$ cat src/rtl/vga_pixel_stream.sv
// rtl/vga_pixel_stream.sv - FIFO-fed VGA pixel generator with registered output and underflow resync
// Optional feature: define VGA_PATTERN_EN to enable the colour-bar PATTERN mode.
module vga_pixel_stream #(
  parameter int          H_ACTIVE = 640,
  parameter int          V_ACTIVE = 480,
  parameter int          CW       = 8,
  parameter logic [29:0] FILL_RGB = 30'h0
) (
  input  logic          VGA_CLK,
  input  logic          a_reset,
  input  logic [11:0]   dx,
  input  logic [11:0]   dy,
  input  logic [31:0]   fifo_data,
  input  logic          fifo_valid,
  output logic          fifo_ready,
  input  logic [1:0]    mode,
  output logic          frame_start,
  output logic [15:0]   underflow_cnt,
  output logic          VGA_BLANK_N,
  output logic [CW-1:0] VGA_R,
  output logic [CW-1:0] VGA_G,
  output logic [CW-1:0] VGA_B
);

  typedef enum logic [1:0] {SYNC_WAIT, STREAM, RESYNC} state_t;

  localparam int          PW       = 3 * CW;
  localparam logic [1:0]  M_STREAM = 2'd0;
  localparam logic [1:0]  M_FILL   = 2'd1;
  localparam logic [11:0] H_LIM    = 12'(H_ACTIVE);
  localparam logic [11:0] V_LIM    = 12'(V_ACTIVE);
  localparam logic [PW-1:0] FILL_PIX = FILL_RGB[PW-1:0];

  state_t        state, state_nxt;
  logic [1:0]    mode_q;
  logic [1:0]    eff_mode;
  logic          active, fs, pop, underflow;
  logic [PW-1:0] pix_nxt, pix_q;
  logic          unused_hi;

  assign unused_hi  = ^fifo_data[31:PW];

  assign active     = (dx < H_LIM) && (dy < V_LIM);
  assign fs         = (dx == 12'd0) && (dy == 12'd0);
  // The new mode is already in force on the frame-start cycle itself.
  assign eff_mode   = fs ? mode : mode_q;
  assign fifo_ready = !a_reset && active && (eff_mode == M_STREAM) &&
                      ((state == STREAM) || fs);
  assign pop        = fifo_ready && fifo_valid;
  assign underflow  = fifo_ready && !fifo_valid;

`ifdef VGA_PATTERN_EN
  localparam logic [1:0] M_PATTERN = 2'd2;
  logic [2:0]    bar;
  logic [PW-1:0] bar_pix;

  // Bar index = (dx*8)/H_ACTIVE as a chain of constant compares feeding the output register.
  always_comb begin
    bar = 3'd0;
    for (int k = 1; k < 8; k++) begin
      if ({1'b0, dx, 3'b000} >= 16'(k * H_ACTIVE)) bar = bar + 3'd1;
    end
    bar_pix = {{CW{~bar[1]}}, {CW{~bar[2]}}, {CW{~bar[0]}}};
  end
`endif

  always_ff @(posedge VGA_CLK) begin
    if (a_reset) begin
      state         <= SYNC_WAIT;
      mode_q        <= M_FILL;
      underflow_cnt <= 16'd0;
    end else begin
      state <= state_nxt;
      if (fs) mode_q <= mode;
      if (underflow && (underflow_cnt != 16'hFFFF)) underflow_cnt <= underflow_cnt + 16'd1;
    end
  end

  always_comb begin
    state_nxt = state;
    if (pop)            state_nxt = STREAM;
    else if (underflow) state_nxt = RESYNC;
  end

  always_comb begin
    pix_nxt = '0;
    if (pop)
      pix_nxt = fifo_data[PW-1:0];
`ifdef VGA_PATTERN_EN
    else if (active && (eff_mode == M_PATTERN))
      pix_nxt = bar_pix;
`endif
    else if (active)
      pix_nxt = FILL_PIX;
  end

  always_ff @(posedge VGA_CLK) begin
    if (a_reset) begin
      pix_q       <= '0;
      VGA_BLANK_N <= 1'b0;
      frame_start <= 1'b0;
    end else begin
      pix_q       <= pix_nxt;
      VGA_BLANK_N <= active;
      frame_start <= fs;
    end
  end

  assign {VGA_R, VGA_G, VGA_B} = pix_q;

endmodule

$ cat config.mk
export PLATFORM = sky130hd
export DESIGN_NAME = vga_pixel_stream
export DESIGN_NICKNAME = d
export VERILOG_FILES = /design/src/rtl/vga_pixel_stream.sv
export SDC_FILE = /design/constraint.sdc
export NUM_CORES = 1
export LEC_CHECK = 0
export BUFFER_PORTS_ARGS = -buffer_cell sky130_fd_sc_hd__buf_2
export CAP_MARGIN = 40
export CORE_MARGIN = 2
export CORE_UTILIZATION = 47
export DETAILED_ROUTE_END_ITERATION = 6
export PLACE_DENSITY = 0.81
export SLEW_MARGIN = 20
export SYNTH_ARGS = -nofsm -noshare
export SYNTH_HDL_FRONTEND = slang
export SYNTH_SLANG_ARGS = --single-unit
$ cat constraint.sdc
create_clock -name VGA_CLK -period 4.4 [get_ports VGA_CLK]
set_input_delay 0.22 -clock VGA_CLK [delete_from_list [all_inputs] [get_ports VGA_CLK]]
set_output_delay 0.22 -clock VGA_CLK [all_outputs]
set_load 0.005 [all_outputs]
* After elaboration in Yosys (flattened, before gate mapping) *
Cells that the tools add are included.

cells by class
  add/subtract/negate cells = 1
  multiply operators = 0
  divide/modulo/power cells = 0
  magnitude comparators = 2
  equal/unequal tests = 2
  shifts and indexed selects = 0
  mux-type cells = 3
  bitwise gates (word level) = 1
  reduce and logical (&&, ||, !) cells = 17

operators by type and width
  kind                                                                            number
  12-bit zero test                                                                2
  16-bit by 1-bit adder with 16-bit output, second input constant                 1
  16-bit != test, second input constant                                           1
  12-bit by 10-bit less-than comparator with 1-bit output, second input constant  1
  12-bit by 9-bit less-than comparator with 1-bit output, second input constant   1
  1-bit logical AND                                                               8
  2-bit OR reduction                                                              2
  2-bit by 1-bit equality test with 1-bit output, second input constant           1
  1-bit zero test                                                                 2
  2-bit zero test                                                                 1
  1-bit two-way mux                                                               2
  2-bit two-way mux                                                               1
  2-bit nonzero test                                                              1
  1-bit logical OR                                                                1
  1-bit inverter                                                                  1

storage, ports and cells
  register bits after elaboration = 46
  latch bits = 0
  memory bits (writable) = 0
  ROM bits = 0
  input port bits = 61
  output and inout bits = 43
  logic and storage cells = 33
  memories kept = 0

* Longest topological paths before layout *
  depth in word-level cells = 9
  gate-level depth with buffers = 9
  depth with buffers taken out = 7

* Worst setup path after synthesis *
Ideal clock, no wire load.

  kind = register to register
  start = reg underflow_cnt[0]
  end = reg underflow_cnt[5]
  data arrival time = 1.881 ns
  setup slack = 2.396 ns
  stages on the path, launching flop included = 8
  clock period less this slack = 2.004 ns
  cells stage by stage = dfxtp_1 > ha_1 > nand2_1 > nor3_1 > a21o_1 > buf_2 > nor4_4 > mux2_1

on the way
  longest elaborated chain between the ends = 2
  elaborated cells between the ends (all ways) = 3

ends and longest elaborated chain
  item                                                                                              line  text
  from (decl)                                                                                       18    output logic [15:0] underflow_cnt,
  from (signal assigned)                                                                            75    if (underflow && (underflow_cnt != 16'hFFFF)) underflow_cnt <= underflow_cnt + 16'd1;
  parallel branches: the longest is 2 deep, another holds 16-bit by 1-bit adder with 16-bit output  n/a

Parallel ways; which one is timed is not known.
A chain may end at the register's enable or synchronous reset.

* Worst setup path after layout *
  start = reg underflow_cnt[0]
  end = reg underflow_cnt[10]

Same word-level chain as after synthesis.

==> flow_metrics.py <==
metrics = {
    "routing": {
        "dr.pass1.iters": 4,
        "wire_per_inst_um": 13.01,
        "finalWirelength_um": 4292,
        "drc": 0,
        "num_vias": 1736,
        "drt-vias-per-instance": 5.261,
        "ant_nets": 0,
        "drtIter0Drc": 132,
    },
    "clocking": {
        "worstSkewPairLatency_ps": 290,
        "cts.hold.buffers_added": 0,
        "postCtsSetupBuffers": 0,
        "post_cts_resized": 0,
        "clock_sink_count": 46,
        "htree_levels": 2,
        "cts_tree": "built",
        "cts_inserted_buffers": 5,
        "path_clk_slew_ps": 90,
        "cts_root_buffer": "clkbuf_8",
        "clk_path_buf_depth": 2,
    },
    "logic_synthesis": {
        "synth_edf_count": 0,
        "synth_nets": 251,
        "ys_types": 37,
        "syn_area_um2": 1856,
        "synth_area_per_cell_um2": 9.818,
        "synth_seq_cells": 46,
        "syn-instance-count": 189,
        "synth_ff_type": "dfxtp_1",
        "async_reset_ff_share_pct": 0,
        "ys_seq_area_share_pct": 49.63,
        "yosys_warnings": 0,
    },
    "worst_setup_path": {
        "rr_startpoint": "underflow_cnt[0]",
        "r2r_cells": 6,
        "critPathLaunchType": "register",
        "cp-startpoint": "underflow_cnt[0]",
        "cp.arrival_ps": 2530,
        "r2r-end": "underflow_cnt[10]",
        "crit_path_end_kind": "register",
        "cp.required_ps": 4600,
        "critPathKind": "reg2reg",
        "cp-endpoint": "underflow_cnt[10]",
        "r2r_slack_ps": 2070,
        "crit_path_max_fanout": 10,
    },
    "final_layout": {
        "syn_to_final_growth_pct": 30.88,
        "final_nets": 343,
        "multi_input_area_um2": 859.6,
        "fill_cells": 330,
        "layout_common_cells": "95 x buf_2, 46 x dfxtp_1, 25 x and3_1",
        "antenna_cells": 0,
        "layout_commonest_cell": "buf_2",
        "seq_area_um2": 920.9,
        "drive_gt1_share_pct": 40.78,
        "stdcell_area_um2": 2429,
    },
    "pwr": {
        "power_density_nw_per_um2": 291.2,
        "p_sw_share_pct": 22.76,
        "power.share.combinational_pct": 5.2,
        "switchingPower_mw": 0.1610,
        "irDropWorstVdd_mv": 0.2265,
        "p_int_mw": 0.5461,
        "p_clk_share_pct": 36.0,
        "pwr-share-seq_pct": 58.8,
        "p_leak_nw": 1.208,
    },
    "global_route": {
        "grt_pass1_wl_um": 6837,
        "grt_max_degree": 33,
        "grt_usage_pct": 19.98,
        "grt_pass1_vias": 1639,
        "antenna_found_initial": 0,
        "grt-ovfl-total": 0,
    },
    "die": {
        "design.core.area_um2": 3716,
        "pin_count": 104,
        "dieWidth_um": 66.83,
        "die-area_um2": 4466,
        "initial_core_util_pct": 49.93,
        "die_h_um": 66.83,
        "fp-row-count": 22,
    },
    "placed_design": {
        "dpl.hpwl_um": 3194,
        "placed_area_um2": 2338,
        "place.port_buffers": 95,
        "globalplace.congestion": 0.7910,
    },
    "sta": {
        "hold_slack_ps": 151.8,
        "slew_violations": 0,
        "max_slew_margin_pct": 52.54,
        "finalSetupViolations": 0,
        "tightest_slew_ps": 711.1,
        "hold_viol": 0,
        "timing.final.crit_share_pct": 52.96,
        "period_minus_slack_ps": 2330,
        "fin_tns_setup_ps": 0,
        "rsz0062_at_grt": "false",
        "fmax_ghz": 0.4291,
        "clock_skew_ps": 7.924,
    },
    "worst_hold_path": {
        "min_path_type": "in2reg",
        "hp-start": "fifo_data[19]",
        "hold_depth": 2,
    },
    "job": {
        "drv_cap": 0,
    },
    "status": {
        "status": "finished clean",
    },
}
-- worst max-delay path: stages (launching register included) --
cell	delay (ps)
dfxtp_1	400
ha_1	240
nand2_1	150
nor3_1	530
a21o_1	510
nor2_1	140
a31o_2	250
-- Yosys cell counts (5+ instances only) --
library cell,number,share of area [%]
o31ai_1,5,2.0
nand2_1,7,1.4
a21oi_1,8,2.2
clkbuf_1,6,1.2
dfxtp_1,46,50
nor2_1,14,2.8
and3_1,25,8.4
nor4_1,5,1.7
nor3_1,5,1.3
or4_1,5,2.0
nand3_1,10,2.7
nand4_1,5,1.7
-- power by group through the flow --
stage               Combinational, mW  Sequential [mW]  Clock [mW]
finish                         0.0366            0.416       0.255
global route                   0.0406            0.416       0.281
CTS                            0.0367            0.416       0.261
detailed placement             0.0366            0.426           0
global placement               0.0354            0.426           0
floorplan                      0.0114            0.426           0
-- state kept, by name, summed over array words and instances, names as in the netlist --
name	cells
state	2
underflow_cnt	16
mode_q	2
frame_start	1
pix_q	24
VGA_BLANK_N	1
-- routing by layer --
layer	vias to the layer above	GRT usage [%]	routed length, um
li1	880	-	-
met5	-	0	0
met4	0	8.163	27
met3	2	5.743	190
met1	817	20.49	1754
met2	37	37.50	2320
-- per-stage QoR --
step                      cells  setup WS [ps]  utilization [%]  total power, mW
after floorplan             189           2396                -           0.4372
after global placement      322           2127            62.93           0.4612
after detailed placement    322           2083            62.93           0.4623
after CTS                   330           2066            65.35           0.7134
after global routing        330           1839            65.35           0.7381
final                       330           2070            65.35           0.7071
-- how the worst min path moves through the flow --
| stage | to | slack [ps] |
|---|---|---|
| after floorplan | VGA_BLANK_N | 310 |
| after global placement | pix_q[0] | 450 |
| after detailed placement | pix_q[20] | 450 |
| after CTS | pix_q[20] | 150 |
| after global routing | pix_q[8] | 140 |
| final | pix_q[19] | 150 |
-- cell type report --
class / instances / area share (%)
Clock buffer: 5 / 2.834
Clock inverter: 3 / 0.8758
Sequential cell: 46 / 37.92
Timing Repair Buffer: 96 / 19.89
Multi-Input combinational cell: 128 / 35.39
Inverter: 4 / 0.6182
Tap cell: 48 / 2.473
-- cell families (layout without fill, tap and decap cells) --
| kind of cell | count (synthesis) | count (layout) | synth area share, % |
|---|---|---|---|
| flops | 46 | 46 | 49.63 |
| fa+ha+maj | 1 | 1 | 0.6742 |
| compound gates | 28 | 28 | 10.25 |
| buf+inv | 15 | 108 | 4.045 |
| simple gates | 92 | 92 | 31.36 |
| mux | 7 | 7 | 4.046 |
Note: power is estimated with default switching activity, not from simulation.
